$ cat src/rtl/hex_seg_display_if.sv
// Bus bundle for hex_seg_display: load strobe, hex data, display controls and segment outputs.
// HEX_SEG_DISPLAY_DP_EN adds the per-digit decimal-point input dp_in.
interface hex_seg_display_if #(
  parameter int unsigned NUM_DIGITS = 2
);
  logic                      load;
  logic [4*NUM_DIGITS-1:0]   data_in;
  logic                      blank_lz;
  logic                      blink_en;
  logic [NUM_DIGITS-1:0]     blink_mask;
  logic [8*NUM_DIGITS-1:0]   seg_out;
`ifdef HEX_SEG_DISPLAY_DP_EN
  logic [NUM_DIGITS-1:0]     dp_in;

  modport master (
    output load, data_in, blank_lz, blink_en, blink_mask, dp_in,
    input  seg_out
  );

  modport slave (
    input  load, data_in, blank_lz, blink_en, blink_mask, dp_in,
    output seg_out
  );
`else
  modport master (
    output load, data_in, blank_lz, blink_en, blink_mask,
    input  seg_out
  );

  modport slave (
    input  load, data_in, blank_lz, blink_en, blink_mask,
    output seg_out
  );
`endif
endinterface

$ cat src/rtl/hex_seg_display.sv
// NUM_DIGITS-digit active-low 7-segment hex display with leading-zero blanking and per-digit blink.
// Optional HEX_SEG_DISPLAY_DP_EN: per-digit decimal point captured alongside data_in.
module hex_seg_display #(
  parameter int unsigned NUM_DIGITS = 2,
  parameter int unsigned BLINK_DIV  = 25000000
) (
  input  logic              clk,
  input  logic              rst,
  hex_seg_display_if.slave  bus
);

  localparam int unsigned CNT_W = (BLINK_DIV > 1) ? $clog2(BLINK_DIV) : 1;
  localparam logic [CNT_W-1:0] CNT_LAST = CNT_W'(BLINK_DIV - 1);

  typedef enum logic {
    PHASE_HIDDEN  = 1'b0,
    PHASE_VISIBLE = 1'b1
  } phase_e;

  logic [4*NUM_DIGITS-1:0] data_q;
  logic [CNT_W-1:0]        cnt_q, cnt_d;
  phase_e                  phase_q, phase_d;
  logic [8*NUM_DIGITS-1:0] seg_q, seg_d;
  logic [NUM_DIGITS-1:0]   lz;
  logic                    zero_run;
  logic [7:0]              code;
`ifdef HEX_SEG_DISPLAY_DP_EN
  logic [NUM_DIGITS-1:0]   dp_q;
`endif

  function automatic logic [7:0] glyph(input logic [3:0] d);
    logic [7:0] g;
    unique case (d)
      4'h0: g = 8'hC0;
      4'h1: g = 8'hF9;
      4'h2: g = 8'hA4;
      4'h3: g = 8'hB0;
      4'h4: g = 8'h99;
      4'h5: g = 8'h92;
      4'h6: g = 8'h82;
      4'h7: g = 8'hF8;
      4'h8: g = 8'h80;
      4'h9: g = 8'h90;
      4'hA: g = 8'h88;
      4'hB: g = 8'h83;
      4'hC: g = 8'hC6;
      4'hD: g = 8'hA1;
      4'hE: g = 8'h86;
      default: g = 8'h8E;
    endcase
    return g;
  endfunction

  // Blink prescaler: counter and phase only run while blink_en is held.
  always_comb begin
    cnt_d   = '0;
    phase_d = PHASE_VISIBLE;
    if (bus.blink_en) begin
      if (cnt_q == CNT_LAST) begin
        cnt_d   = '0;
        phase_d = (phase_q == PHASE_VISIBLE) ? PHASE_HIDDEN : PHASE_VISIBLE;
      end else begin
        cnt_d   = cnt_q + CNT_W'(1);
        phase_d = phase_q;
      end
    end
  end

  // Walk from the most significant digit down; a digit is a leading zero while
  // every digit above it (and itself) is zero. Digit 0 is always shown.
  always_comb begin
    zero_run = 1'b1;
    lz       = '0;
    seg_d    = '1;
    code     = '1;
    for (int unsigned k = 0; k < NUM_DIGITS; k++) begin
      zero_run = zero_run & (data_q[4*(NUM_DIGITS-1-k) +: 4] == 4'h0);
      lz[NUM_DIGITS-1-k] = zero_run & (k != NUM_DIGITS-1);
    end
    for (int unsigned i = 0; i < NUM_DIGITS; i++) begin
      code = glyph(data_q[4*i +: 4]);
`ifdef HEX_SEG_DISPLAY_DP_EN
      code[7] = ~dp_q[i];
`endif
      if ((phase_q == PHASE_HIDDEN) && bus.blink_mask[i]) begin
        code = '1;
      end else if (bus.blank_lz && lz[i]) begin
        code = '1;
      end
      seg_d[8*i +: 8] = code;
    end
  end

  always_ff @(posedge clk) begin
    if (rst) begin
      data_q  <= '0;
      cnt_q   <= '0;
      phase_q <= PHASE_VISIBLE;
      seg_q   <= '1;
`ifdef HEX_SEG_DISPLAY_DP_EN
      dp_q    <= '0;
`endif
    end else begin
      if (bus.load) begin
        data_q <= bus.data_in;
`ifdef HEX_SEG_DISPLAY_DP_EN
        dp_q   <= bus.dp_in;
`endif
      end
      cnt_q   <= cnt_d;
      phase_q <= phase_d;
      seg_q   <= seg_d;
    end
  end

  assign bus.seg_out = seg_q;

endmodule

$ cat src/flat_wrapper.sv
// flat-port wrapper written by rule: the top's interface ports become plain ports
module hex_seg_display_flat 
#(
  parameter int unsigned NUM_DIGITS = 2,
  parameter int unsigned BLINK_DIV  = 25000000
)
  (clk, rst, bus_load, bus_data_in, bus_blank_lz, bus_blink_en, bus_blink_mask, bus_seg_out);
  hex_seg_display_if #(.NUM_DIGITS(NUM_DIGITS)) bus_i ();
  input  logic clk;
  input  logic rst;
  input wire logic [$bits(bus_i.load)-1:0] bus_load;
  input wire logic [$bits(bus_i.data_in)-1:0] bus_data_in;
  input wire logic [$bits(bus_i.blank_lz)-1:0] bus_blank_lz;
  input wire logic [$bits(bus_i.blink_en)-1:0] bus_blink_en;
  input wire logic [$bits(bus_i.blink_mask)-1:0] bus_blink_mask;
  output wire logic [$bits(bus_i.seg_out)-1:0] bus_seg_out;
  assign bus_i.load = bus_load;
  assign bus_i.data_in = bus_data_in;
  assign bus_i.blank_lz = bus_blank_lz;
  assign bus_i.blink_en = bus_blink_en;
  assign bus_i.blink_mask = bus_blink_mask;
  assign bus_seg_out = bus_i.seg_out;
  hex_seg_display #(.NUM_DIGITS(NUM_DIGITS), .BLINK_DIV(BLINK_DIV)) u_core (.clk(clk), .rst(rst), .bus(bus_i));
endmodule
$ cat config.mk
export PLATFORM = sky130hd
export DESIGN_NAME = hex_seg_display_flat
export DESIGN_NICKNAME = d
export VERILOG_FILES = /design/src/rtl/hex_seg_display_if.sv /design/src/rtl/hex_seg_display.sv /design/src/flat_wrapper.sv
export SDC_FILE = /design/constraint.sdc
export NUM_CORES = 1
export LEC_CHECK = 0
export BUFFER_PORTS_ARGS = -buffer_cell sky130_fd_sc_hd__clkbuf_2
export CAP_MARGIN = 20
export CORE_MARGIN = 3
export CORE_UTILIZATION = 60
export CTS_CLUSTER_DIAMETER = 50
export DETAILED_ROUTE_END_ITERATION = 8
export GPL_TIMING_DRIVEN = 0
export PLACE_DENSITY_LB_ADDON = 0.12
export SLEW_MARGIN = 0
export SYNTH_ARGS = -nofsm -noshare
export SYNTH_HDL_FRONTEND = slang
export SYNTH_SLANG_ARGS = --single-unit
$ cat constraint.sdc
create_clock -name clk -period 4.9 [get_ports clk]
set_clock_uncertainty 0.1 [all_clocks]
set_input_delay 0.49 -clock clk [delete_from_list [all_inputs] [get_ports clk]]
set_output_delay 0.49 -clock clk [all_outputs]
set_load 0.005 [all_outputs]
==> metrics, run 1 <==
run status completed; Pleak 0.9460 nW; number of fill cells 276; CTS tree built; Root Buffer Master clkbuf_8; Cells after Synth 260; Yosys top cell area share 0.4197; Max VDD drop 0.2072 mV; Critical Path RT 4.99 ns; Mapped Area 2290 um2; Post-Route WL 4612 um; most frequent cells in the layout dfxtp_1 (48), nor2_1 (27), clkbuf_2 (27); # DRC 0; layout cells sized above 1 0.1365; RSZ-0062 raised after global routing no; crit path kind flop to flop; Post-DP HPWL 3377 um; clock tree buffer depth 2; Setup crit start u_core.cnt_q[0]$_SDFF_PP0_; max_slew headroom 0.4038; initial DRC count 152; async set-reset flop share out of synthesis 0; 1st-pass router iterations 4; IO Port Bufs 27; die height 67.78 um; CP Buf/Inv Count 1; critical path depth in cells 6; Hold Vio Cnt, Final 0; Final Max Slew Viols 0; min Tclk post-route 2.324 ns; Yosys reg bits 48; CP Capture Point u_core.cnt_q[5]$_SDFF_PP0_; total grt overflow 0; crit path capture type flop; Pwr per Cell Area 273.9 nW/um2; post-placement setup slack 2.590 ns; post-route ant nets 0; initial antenna violation count 0; IO Pins 31; routability cong. 0.7958; fin crit share 0.4743; WL/cell 13.60 um; min-delay worst type input pin to flop; setup violators final 0; crit start category flop; largest net degree at the start of global routing 13; average size of a mapped cell 8.807 um2; Fmax achieved 430.3 MHz; Total Nets Final 322; Clock transition at path regs 0.08 ns; die extent in x 67.78 um; Num CTS Buffers 5; Worst-Skew Late Latency 0.30 ns; Primary FF master, synth dfxtp_1; number of synthesized flops with an enable pin 0; Die ar. 4593 um2; Seq/Total Area, Yosys 0.4197; cell family with most CP delay simple AND/OR/NAND/NOR gates; Synth cell types 39; via count 1,971; setup bufs post-CTS 0; worst-margin pin slew 0.8889 ns; leading area contributor after synthesis dfxtp_1; Setup TNS Final 0 ns; core area 3495 um2; first-pass GRT wire length 7810 um; vias in the first global route 1,774; P&R area growth vs syn 11.58%; worst-path cell chain ha_1, nand2_1, or4_1, o21ai_1, buf_2, nor2_1; Register Area 960.9 um2; crit path max-delay cell type or4_1; PostCTS Resize Cnt 0; Multi-input gate area 1232 um2; Layout Utilization 0.7311; clock sink count 48; Initial Utilization 0.6552; critical path arrival 2.41 ns; yosys warns 0; Critical R2R Capture u_core.cnt_q[5]$_SDFF_PP0_; setup ws final 2.576 ns; CTS H-tree depth 2; vias per inst 5.814; Worst R2R Start u_core.cnt_q[0]$_SDFF_PP0_; CP Max Fanout 10; # diodes 0; gr usage total 0.2231; count of hold-fix buffers inserted at cts 0; reg-to-reg setup timing slack 2.58 ns; worst reg2reg path depth 6; ranking of synthesized cells by area dfxtp_1 (42%), ha_1 (6.6%), nor2_1 (4.4%), mux2i_1 (3.9%), nand2_1 (3.6%); slowest stage delay, CP 0.58 ns; max_cap viols 0; commonest non-fill, non-tap cell in the layout dfxtp_1; Row Count 21
## area by class of cell
class	instances	share of cell area
multi-input combinational	190	0.4824
sequential	48	0.3761
timing repair buffer	27	0.05289
clock buffer	5	0.02693
buffer	13	0.02449
tap	46	0.02253
inverter	10	0.01469
## worst min path at each step
| stage | slack (ns) | end | cells past startpoint | from |
|---|---|---|---|---|
| finish | 0.33 | u_core.data_q[1]$_SDFFE_PP0P_ | 3 | bus_data_in[1] |
| global route | 0.32 | u_core.data_q[1]$_SDFFE_PP0P_ | 3 | bus_data_in[1] |
| CTS | 0.33 | u_core.data_q[1]$_SDFFE_PP0P_ | 3 | bus_data_in[1] |
| detailed placement | 0.35 | u_core.cnt_q[0]$_SDFF_PP0_ | 1 | u_core.cnt_q[0]$_SDFF_PP0_ |
| global placement | 0.33 | u_core.cnt_q[0]$_SDFF_PP0_ | 1 | u_core.cnt_q[0]$_SDFF_PP0_ |
| floorplan | 0.32 | u_core.cnt_q[0]$_SDFF_PP0_ | 1 | u_core.cnt_q[0]$_SDFF_PP0_ |
## power breakdown
part / switching, mW / internal [mW]
Sequential: 0.00893 / 0.406
Combinational: 0.0390 / 0.0326
Clock: 0.121 / 0.0922
## tightest hold or removal path, delay by kind of cell
kind | cells | cell delay [ns]
AND/OR/NAND/NOR | 1 | 0.07
buffers and inverters | 1 | 0.08
multiplexers | 1 | 0.06
## state kept, by name, indices dropped and copies added, names as in the netlist
| name | count |
|---|---|
| u_core.bus.seg_out | 14 |
| u_core.data_q | 8 |
| u_core.phase_q | 1 |
| u_core.cnt_q | 25 |
## per-layer routing
layer	part of all wire	vias to the layer above	track usage
li1	-	989	-
met1	0.46	926	0.2952
met2	0.48	49	0.3354
met3	0.042	7	0.06822
met4	0.016	0	0.09429
met5	0	-	0
## through the flow
| stage | area, um2 | power [mW] | hold WS [ns] | cells |
|---|---|---|---|---|
| after floorplan | 2293 | 0.4672 | 0.3175 | 261 |
| after global placement | 2486 | 0.4934 | 0.3296 | 334 |
| after detailed placement | 2486 | 0.4955 | 0.3470 | 334 |
| after CTS | 2555 | 0.7022 | 0.3299 | 339 |
| after global routing | 2555 | 0.7321 | 0.3233 | 339 |
| final | 2555 | 0.6999 | 0.3277 | 339 |
## cells by family after synthesis
group / after synthesis / synth area share
XOR/XNOR: 12 / 0.04590
flip-flops: 48 / 0.4197
multiplexers: 10 / 0.04426
buffers and inverters: 23 / 0.04372
other: 1 / 0.001638
AND/OR/NAND/NOR: 104 / 0.2399
AO/OA/AOI/OAI: 50 / 0.1393
adder cells (fa/ha/maj): 12 / 0.06557
## Yosys cell counts, types with 3 or more instances
cell type and n:
inv_1 10, xnor2_1 8, nand4_1 4, o211ai_1 9
ha_1 12, nand2_1 22, or4_1 7, a21oi_1 14
o21ai_0 10, nor3_1 4, nor2b_1 4, or3_1 8
nand3_1 11, o31ai_1 4, clkbuf_1 8, nand2b_1 5
nor2_1 27, buf_4 3, mux2i_1 9, xor2_1 4
dfxtp_1 48, o311ai_0 5
Note: power is estimated with default switching activity, not from simulation.
==> run 2: changes to the inputs <==
--- a/config.mk
+++ b/config.mk
@@ -5,10 +5,11 @@
 export SDC_FILE = /design/constraint.sdc
 export NUM_CORES = 1
 export LEC_CHECK = 0
+export ABC_AREA = 1
 export BUFFER_PORTS_ARGS = -buffer_cell sky130_fd_sc_hd__clkbuf_2
 export CAP_MARGIN = 20
 export CORE_MARGIN = 3
-export CORE_UTILIZATION = 60
+export CORE_UTILIZATION = 52
 export CTS_CLUSTER_DIAMETER = 50
 export DETAILED_ROUTE_END_ITERATION = 8
 export GPL_TIMING_DRIVEN = 0
==> constraint.sdc (replaced) <==
create_clock -name clk -period 2.05 [get_ports clk]
set_clock_uncertainty 0.1 [all_clocks]
set_input_delay 0.205 -clock clk [delete_from_list [all_inputs] [get_ports clk]]
set_output_delay 0.205 -clock clk [all_outputs]
set_load 0.005 [all_outputs]
==> run 2 against run 1 <==
Net effect: total power rose to 2.5 times the previous value; wire length rose by 13%; combinational power rose to 2.8 times the previous value; worst setup slack got worse by 2.2 ns; sequential share of layout area fell by 3.9 points; critical endpoint is now u_core.cnt_q[11]$_SDFF_PP0_; die area rose by 25%; largest power group unchanged; flip-flop and latch count did not move.
==> metrics, run 2 <==
hold path start bus_blink_mask[1] (was bus_data_in[1]); Yosys top cell area share 0.3785 (was 0.4197); Reg with most FFs u_core.cnt_q (unchanged); Hold Vio Cnt, Final 0 (unchanged); Synth cell types 32 (was 39); max_cap viols 0 (unchanged); run status completed (unchanged); clock tree buffer depth 2 (unchanged); Final Max Slew Viols 0 (unchanged); Row Count 24 (was 21); Post-DP HPWL 4075 um (was 3377 um); largest net degree at the start of global routing 14 (was 13); P&R area growth vs syn 12.42% (was 11.58%); Worst Hold End u_core.bus.seg_out[12]$_SDFF_PP1_ (was u_core.data_q[1]$_SDFFE_PP0P_); min Tclk post-route 1.701 ns (was 2.324 ns); reg-to-reg setup timing slack 0.35 ns (was 2.58 ns); number of synthesized flops with an enable pin 0 (unchanged); max_slew headroom 0.6572 (was 0.4038); Root Buffer Master clkbuf_8 (unchanged); crit start category flop (unchanged); Critical R2R Capture u_core.cnt_q[11]$_SDFF_PP0_ (was u_core.cnt_q[5]$_SDFF_PP0_); Critical Path RT 2.14 ns (was 4.99 ns); Pwr Total 1.760 mW (was 699.9 uW); Max VDD drop 0.3562 mV (was 0.2072 mV); via count 2,294 (was 1,971); # diodes 0 (unchanged); count of hold-fix buffers inserted at cts 0 (unchanged); Yosys reg bits 48 (unchanged); most used cell, CP nor2_1; max reg flops 25 (unchanged); 1st-pass router iterations 4 (unchanged); vias in the first global route 2,133 (was 1,774); crit path capture type flop (unchanged); Total Nets Final 428 (was 322); yosys warns 0 (unchanged); Worst R2R Start u_core.cnt_q[0]$_SDFF_PP0_ (unchanged); clock sink count 48 (unchanged); Post-Route WL 5194 um (was 4612 um); Primary FF master, synth dfxtp_1 (unchanged); Pleak 1.132 nW (was 0.9460 nW); Worst-Skew Late Latency 0.30 ns (about the same); min-delay worst type input pin to flop (unchanged); average size of a mapped cell 6.955 um2 (was 8.807 um2); most frequent cells in the layout nand2_1 (83), nor2_1 (57), dfxtp_1 (48) (was dfxtp_1 (48), nor2_1 (27), clkbuf_2 (27)); Die ar. 5756 um2 (was 4593 um2); Fmax achieved 587.7 MHz (was 430.3 MHz); fin crit share 0.8300 (was 0.4743); ranking of synthesized cells by area dfxtp_1 (38%), nand2_1 (12%), nor2_1 (8.4%), inv_1 (6.5%), ha_1 (5.9%) (was dfxtp_1 (42%), ha_1 (6.6%), nor2_1 (4.4%), mux2i_1 (3.9%), nand2_1 (3.6%)); Seq/Total Area, Yosys 0.3785 (was 0.4197); WL/cell 11.12 um (was 13.60 um); worst-margin pin slew 0.5141 ns (was 0.8889 ns); core area 4534 um2 (was 3495 um2); Num CTS Buffers 5 (unchanged); IO Port Bufs 28 (was 27); Synth top cells by count nand2_1 (83), nor2_1 (57), dfxtp_1 (48) (was dfxtp_1 (48), nor2_1 (27), nand2_1 (22)); setup violators final 0 (unchanged); async set-reset flop share out of synthesis 0 (unchanged); die extent in x 75.87 um (was 67.78 um); worst reg2reg path depth 9 (was 6); vias per inst 4.912 (was 5.814); critical path arrival 1.80 ns (was 2.41 ns); Pwr per Cell Area 616.7 nW/um2 (was 273.9 nW/um2); top-count cell post-synth nand2_1 (was dfxtp_1); routability cong. 0.9096 (was 0.7958); die height 75.87 um (was 67.78 um); CTS H-tree depth 2 (unchanged); initial antenna violation count 0 (unchanged); RSZ-0062 raised after global routing no (unchanged); initial DRC count 165 (was 152); crit path max-delay cell type dfxtp_1 (was or4_1); first-pass GRT wire length 8949 um (was 7810 um); post-route ant nets 0 (unchanged); worst hold path depth 3 (unchanged); slowest stage delay, CP 0.35 ns (was 0.58 ns); Initial Utilization 0.5599 (was 0.6552); leading area contributor after synthesis dfxtp_1 (unchanged); worst-path cell chain ha_1, nand2_1, nor2_1, nand3_1, inv_1, nand2_2, nand2_4, buf_8, nor2_1 (was ha_1, nand2_1, or4_1, o21ai_1, buf_2, nor2_1); layout cells sized above 1 0.1294 (was 0.1365); CP Max Fanout 10 (unchanged); CTS tree built (unchanged); total grt overflow 0 (unchanged); setup bufs post-CTS 0 (unchanged); gr usage total 0.2032 (was 0.2231); Clock transition at path regs 0.08 ns (about the same); PostCTS Resize Cnt 0 (unchanged); Setup TNS Final 0 ns (unchanged); IO Pins 31 (unchanged); Cells after Synth 365 (was 260); # DRC 0 (unchanged); crit path kind flop to flop (unchanged); commonest non-fill, non-tap cell in the layout nand2_1 (was dfxtp_1); Mapped Area 2539 um2 (was 2290 um2)
-- run 2: area by class of cell --
class	count	area (um2)
fill	445	1680
multi-input combinational	264	1344
sequential	48	960.9
inverter	45	168.9
timing repair buffer	28	140.1
clock buffer	8	90.09
tap	65	81.33
buffer	9	68.82
-- run 2: worst max path at each step --
stage | start | endpoint | depth (start not counted) | slack, ns
floorplan | u_core.cnt_q[0]$_SDFF_PP0_ | u_core.cnt_q[11]$_SDFF_PP0_ | 9 | 0.61
global placement | u_core.cnt_q[0]$_SDFF_PP0_ | u_core.cnt_q[16]$_SDFF_PP0_ | 9 | 0.35
detailed placement | u_core.cnt_q[0]$_SDFF_PP0_ | u_core.cnt_q[11]$_SDFF_PP0_ | 9 | 0.34
CTS | u_core.cnt_q[0]$_SDFF_PP0_ | u_core.cnt_q[11]$_SDFF_PP0_ | 9 | 0.33
global route | u_core.cnt_q[0]$_SDFF_PP0_ | u_core.cnt_q[11]$_SDFF_PP0_ | 9 | 0.23
finish | u_core.cnt_q[0]$_SDFF_PP0_ | u_core.cnt_q[11]$_SDFF_PP0_ | 9 | 0.35
-- run 2: report_power, final --
group	switching [mW]	total, mW	internal [mW]
clock	0.295	0.571	0.275
combinational	0.114	0.199	0.0852
sequential	0.0169	0.990	0.973
-- run 2: through the flow --
step | cell area, um2 | setup WS [ns] | instances | hold WS (ns) | util
after global routing | 2854 | 0.2301 | 467 | 0.08990 | 0.6294
after global placement | 2764 | 0.3550 | 459 | 0.3300 | 0.6095
after CTS | 2854 | 0.3271 | 467 | 0.06498 | 0.6294
final | 2854 | 0.3485 | 467 | 0.08476 | 0.6294
after detailed placement | 2764 | 0.3392 | 459 | 0.3420 | 0.6095
after floorplan | 2542 | 0.6089 | 366 | 0.2427 | -
-- run 2: logic make-up (layout without fill, tap and decap cells) --
| family | count (synthesis) | in the layout | share of synthesized area |
|---|---|---|---|
| AO/OA/AOI/OAI | 56 | 56 | 0.1277 |
| flip-flops | 48 | 48 | 0.3785 |
| other | 1 | 2 | 0.001477 |
| buffers and inverters | 54 | 90 | 0.09364 |
| adder cells (fa/ha/maj) | 12 | 12 | 0.05914 |
| AND/OR/NAND/NOR | 185 | 185 | 0.3085 |
| XOR/XNOR | 9 | 9 | 0.03105 |
-- run 2: critical path, delay by kind of cell (launching register included) --
kind,cells,cell delay [ns]
DFF,1,0.35
adders and majority gates,1,0.21
and+or+nand+nor,6,0.67
buffers and inverters,2,0.26
-- run 2: metal layers --
metal  up-vias  share of wire  GRT usage
met1      1022           0.46     0.2430
met2        38           0.49     0.3574
met3         8          0.036    0.03958
li1       1226              -          -
met5         -              0          0
met4         0          0.016    0.07573
==> run 3: changes to the inputs <==
--- a/config.mk
+++ b/config.mk
@@ -9,7 +9,7 @@
 export BUFFER_PORTS_ARGS = -buffer_cell sky130_fd_sc_hd__clkbuf_2
 export CAP_MARGIN = 20
 export CORE_MARGIN = 3
-export CORE_UTILIZATION = 52
+export CORE_UTILIZATION = 58
 export CTS_CLUSTER_DIAMETER = 50
 export DETAILED_ROUTE_END_ITERATION = 8
 export GPL_TIMING_DRIVEN = 0
==> constraint.sdc (replaced) <==
create_clock -name clk -period 1.7 [get_ports clk]
set_clock_uncertainty 0.1 [all_clocks]
set_input_delay 0.17 -clock clk [delete_from_list [all_inputs] [get_ports clk]]
set_output_delay 0.17 -clock clk [all_outputs]
set_load 0.005 [all_outputs]
==> run 3 against run 2 <==
Net effect: non-clock buffer count unchanged; clock power grew 22%; first-iteration DRC count shrank 23%; maximum frequency increased by 9.2%; total power up 21%; wire length up 3.0%; flip-flop and latch count unchanged; die area fell by 9.5%; hold slack worse by 0.036 ns; final cell count is 3.2% lower; combinational power is 23% higher; final area stayed put.
==> metrics, run 3 (synthesis gave the netlist of run 2 again) <==
commonest non-fill, non-tap cell in the layout nand2_1 (unchanged); crit path max-delay cell type dfxtp_2 (was dfxtp_1); met3 Use GR 0.03601 (was 0.03958); post-route ant nets 0 (unchanged); Final Max Slew Viols 0 (unchanged); fin crit share 0.9166 (was 0.8300); Reg with most FFs u_core.cnt_q (unchanged); max reg flops 25 (unchanged); crit start category flop (unchanged); Setup crit start u_core.cnt_q[0]$_SDFF_PP0_ (unchanged); slowest stage delay, CP 0.35 ns (about the same); crit path capture type flop (unchanged); CTS H-tree depth 2 (unchanged); max_cap viols 0 (unchanged); most frequent cells in the layout nand2_1 (83), nor2_1 (56), dfxtp_1 (45) (was nand2_1 (83), nor2_1 (57), dfxtp_1 (48)); Clock transition at path regs 0.08 ns (about the same); RSZ-0062 raised after global routing no (unchanged); max_slew headroom 0.6645 (was 0.6572); setup bufs post-CTS 0 (unchanged); via count 2,328 (was 2,294); post-placement setup slack -0.02537 ns (was 0.3392 ns); clock sink count 48 (unchanged); largest net degree at the start of global routing 14 (unchanged); GR Layer Usage met2 0.4075 (was 0.3574); final hold slack 0.04866 ns (was 0.08476 ns); # diodes 0 (unchanged); Critical R2R Capture u_core.cnt_q[16]$_SDFF_PP0_ (was u_core.cnt_q[11]$_SDFF_PP0_); Initial Utilization 0.6169 (was 0.5599); Post-Route WL 5348 um (was 5194 um); core area 4115 um2 (was 4534 um2); initial antenna violation count 0 (unchanged); Worst R2R Start u_core.cnt_q[0]$_SDFF_PP0_ (unchanged); P_int 1.611 mW (was 1.334 mW); count of hold-fix buffers inserted at cts 0 (unchanged); WL/cell 11.83 um (was 11.12 um); worst-margin pin slew 0.5033 ns (was 0.5141 ns); setup ws final 0.1418 ns (was 0.3485 ns); Worst-Skew Late Latency 0.30 ns (about the same); Die ar. 5207 um2 (was 5756 um2); CTS tree built (unchanged); CP Capture Point u_core.cnt_q[16]$_SDFF_PP0_ (was u_core.cnt_q[11]$_SDFF_PP0_); first-pass GRT wire length 9604 um (was 8949 um); Pwr per Cell Area 748.6 nW/um2 (was 616.7 nW/um2); Hold Vio Cnt, Final 0 (unchanged); worst reg2reg path depth 9 (unchanged); Critical Path RT 1.80 ns (was 2.14 ns); vias in the first global route 2,335 (was 2,133); register share of total power 0.560 (was 0.563); IO Port Bufs 28 (unchanged); layout cells sized above 1 0.1468 (was 0.1294); Post-DP HPWL 4163 um (was 4075 um); min-delay worst type input pin to flop (unchanged); Total Nets Final 428 (unchanged); Clk pwr share 0.326 (was 0.324); P&R area growth vs syn 12.42% (unchanged); NetSw 526.0 uW (was 426.1 uW); Root Buffer Master clkbuf_8 (unchanged); gr usage total 0.2287 (was 0.2032); setup violators final 0 (unchanged); Max VDD drop 0.5497 mV (was 0.3562 mV); reg-to-reg setup timing slack 0.14 ns (was 0.35 ns); cell family with most CP delay simple AND/OR/NAND/NOR gates (unchanged); initial DRC count 127 (was 165); 1st-pass router iterations 4 (unchanged); total grt overflow 0 (unchanged); vias per inst 5.150 (was 4.912); met1 Use GR 0.2618 (was 0.2430); critical path depth in cells 9 (unchanged); combinational share of power 0.114 (was 0.113); Row Count 23 (was 24); # DRC 0 (unchanged); clock tree buffer depth 2 (unchanged); die extent in x 72.16 um (was 75.87 um); critical path arrival 1.65 ns (was 1.80 ns); CP Max Fanout 10 (unchanged); die height 72.16 um (was 75.87 um); grt peak-use layer met2 (unchanged); run status completed (unchanged); worst-path cell chain ha_2, nand2_1, nor2_4, nand3_2, inv_2, nand2_2, nand2_4, buf_8, nor2_1 (was ha_1, nand2_1, nor2_1, nand3_1, inv_1, nand2_2, nand2_4, buf_8, nor2_1); Multi-input gate area 1359 um2 (was 1344 um2); number of fill cells 353 (was 445); IO Pins 31 (unchanged); crit path kind flop to flop (unchanged); Pleak 1.127 nW (was 1.132 nW); Num CTS Buffers 5 (unchanged); Fmax achieved 641.8 MHz (was 587.7 MHz); Register Area 964.7 um2 (was 960.9 um2); sw frac 0.2462 (was 0.2421); min Tclk post-route 1.558 ns (was 1.701 ns); CP Buf/Inv Count 2 (unchanged); routability cong. 0.9680 (was 0.9096)
-- run 3: repair_timing --
item                       CTS  global route
resized for setup            1             7
gates cloned                 0             0
setup endpoints to repair   20            22
-- run 3: power by group through the flow --
stage	Clock, mW	Combinational (mW)	Sequential [mW]
floorplan	0	0.152	1.22
global placement	0	0.240	1.22
detailed placement	0	0.243	1.22
CTS	0.708	0.246	1.20
global route	0.757	0.282	1.20
finish	0.696	0.244	1.20
-- run 3: layer usage --
layer | up-vias | wire length (um) | share of wire
met5 | - | 0 | 0
met4 | 0 | 142 | 0.027
met3 | 15 | 218 | 0.041
met2 | 57 | 2698 | 0.50
met1 | 1028 | 2288 | 0.43
li1 | 1228 | - | -
-- run 3: cell type report --
type	count	share of cell area
plain buffers	9	0.02411
clock buffers	8	0.03157
multi-input cells	264	0.4761
repair buffers	28	0.04910
well taps	50	0.02192
flip-flops and latches	48	0.3380
inverters	45	0.05918
-- run 3: worst min-delay path, stage by stage --
cell and delay (ns):
clkbuf_2 0.07, o21ai_0 0.07, a21oi_1 0.10
-- run 3: metrics by stage --
stage | cell area [um2] | cells | util | power, mW | setup TNS (ns)
after global routing | 2854 | 452 | 0.6935 | 2.243 | 0
final | 2854 | 452 | 0.6935 | 2.137 | 0
after floorplan | 2542 | 366 | - | 1.376 | 0
after CTS | 2838 | 452 | 0.6896 | 2.150 | 0
after global placement | 2745 | 444 | 0.6671 | 1.461 | 0
after detailed placement | 2745 | 444 | 0.6671 | 1.466 | -0.3985
-- run 3: worst min path at each step --
stage / from / to / slack, ns / cells after the start
floorplan: bus_blink_mask[1] / u_core.bus.seg_out[14]$_SDFF_PP1_ / 0.21 / 2
finish: bus_data_in[7] / u_core.data_q[7]$_SDFFE_PP0P_ / 0.05 / 3
global route: bus_blink_mask[1] / u_core.bus.seg_out[10]$_SDFF_PP1_ / 0.06 / 3
CTS: bus_data_in[6] / u_core.data_q[6]$_SDFFE_PP0P_ / 0.05 / 3
detailed placement: u_core.cnt_q[0]$_SDFF_PP0_ / u_core.cnt_q[0]$_SDFF_PP0_ / 0.34 / 1
global placement: u_core.cnt_q[0]$_SDFF_PP0_ / u_core.cnt_q[0]$_SDFF_PP0_ / 0.33 / 1
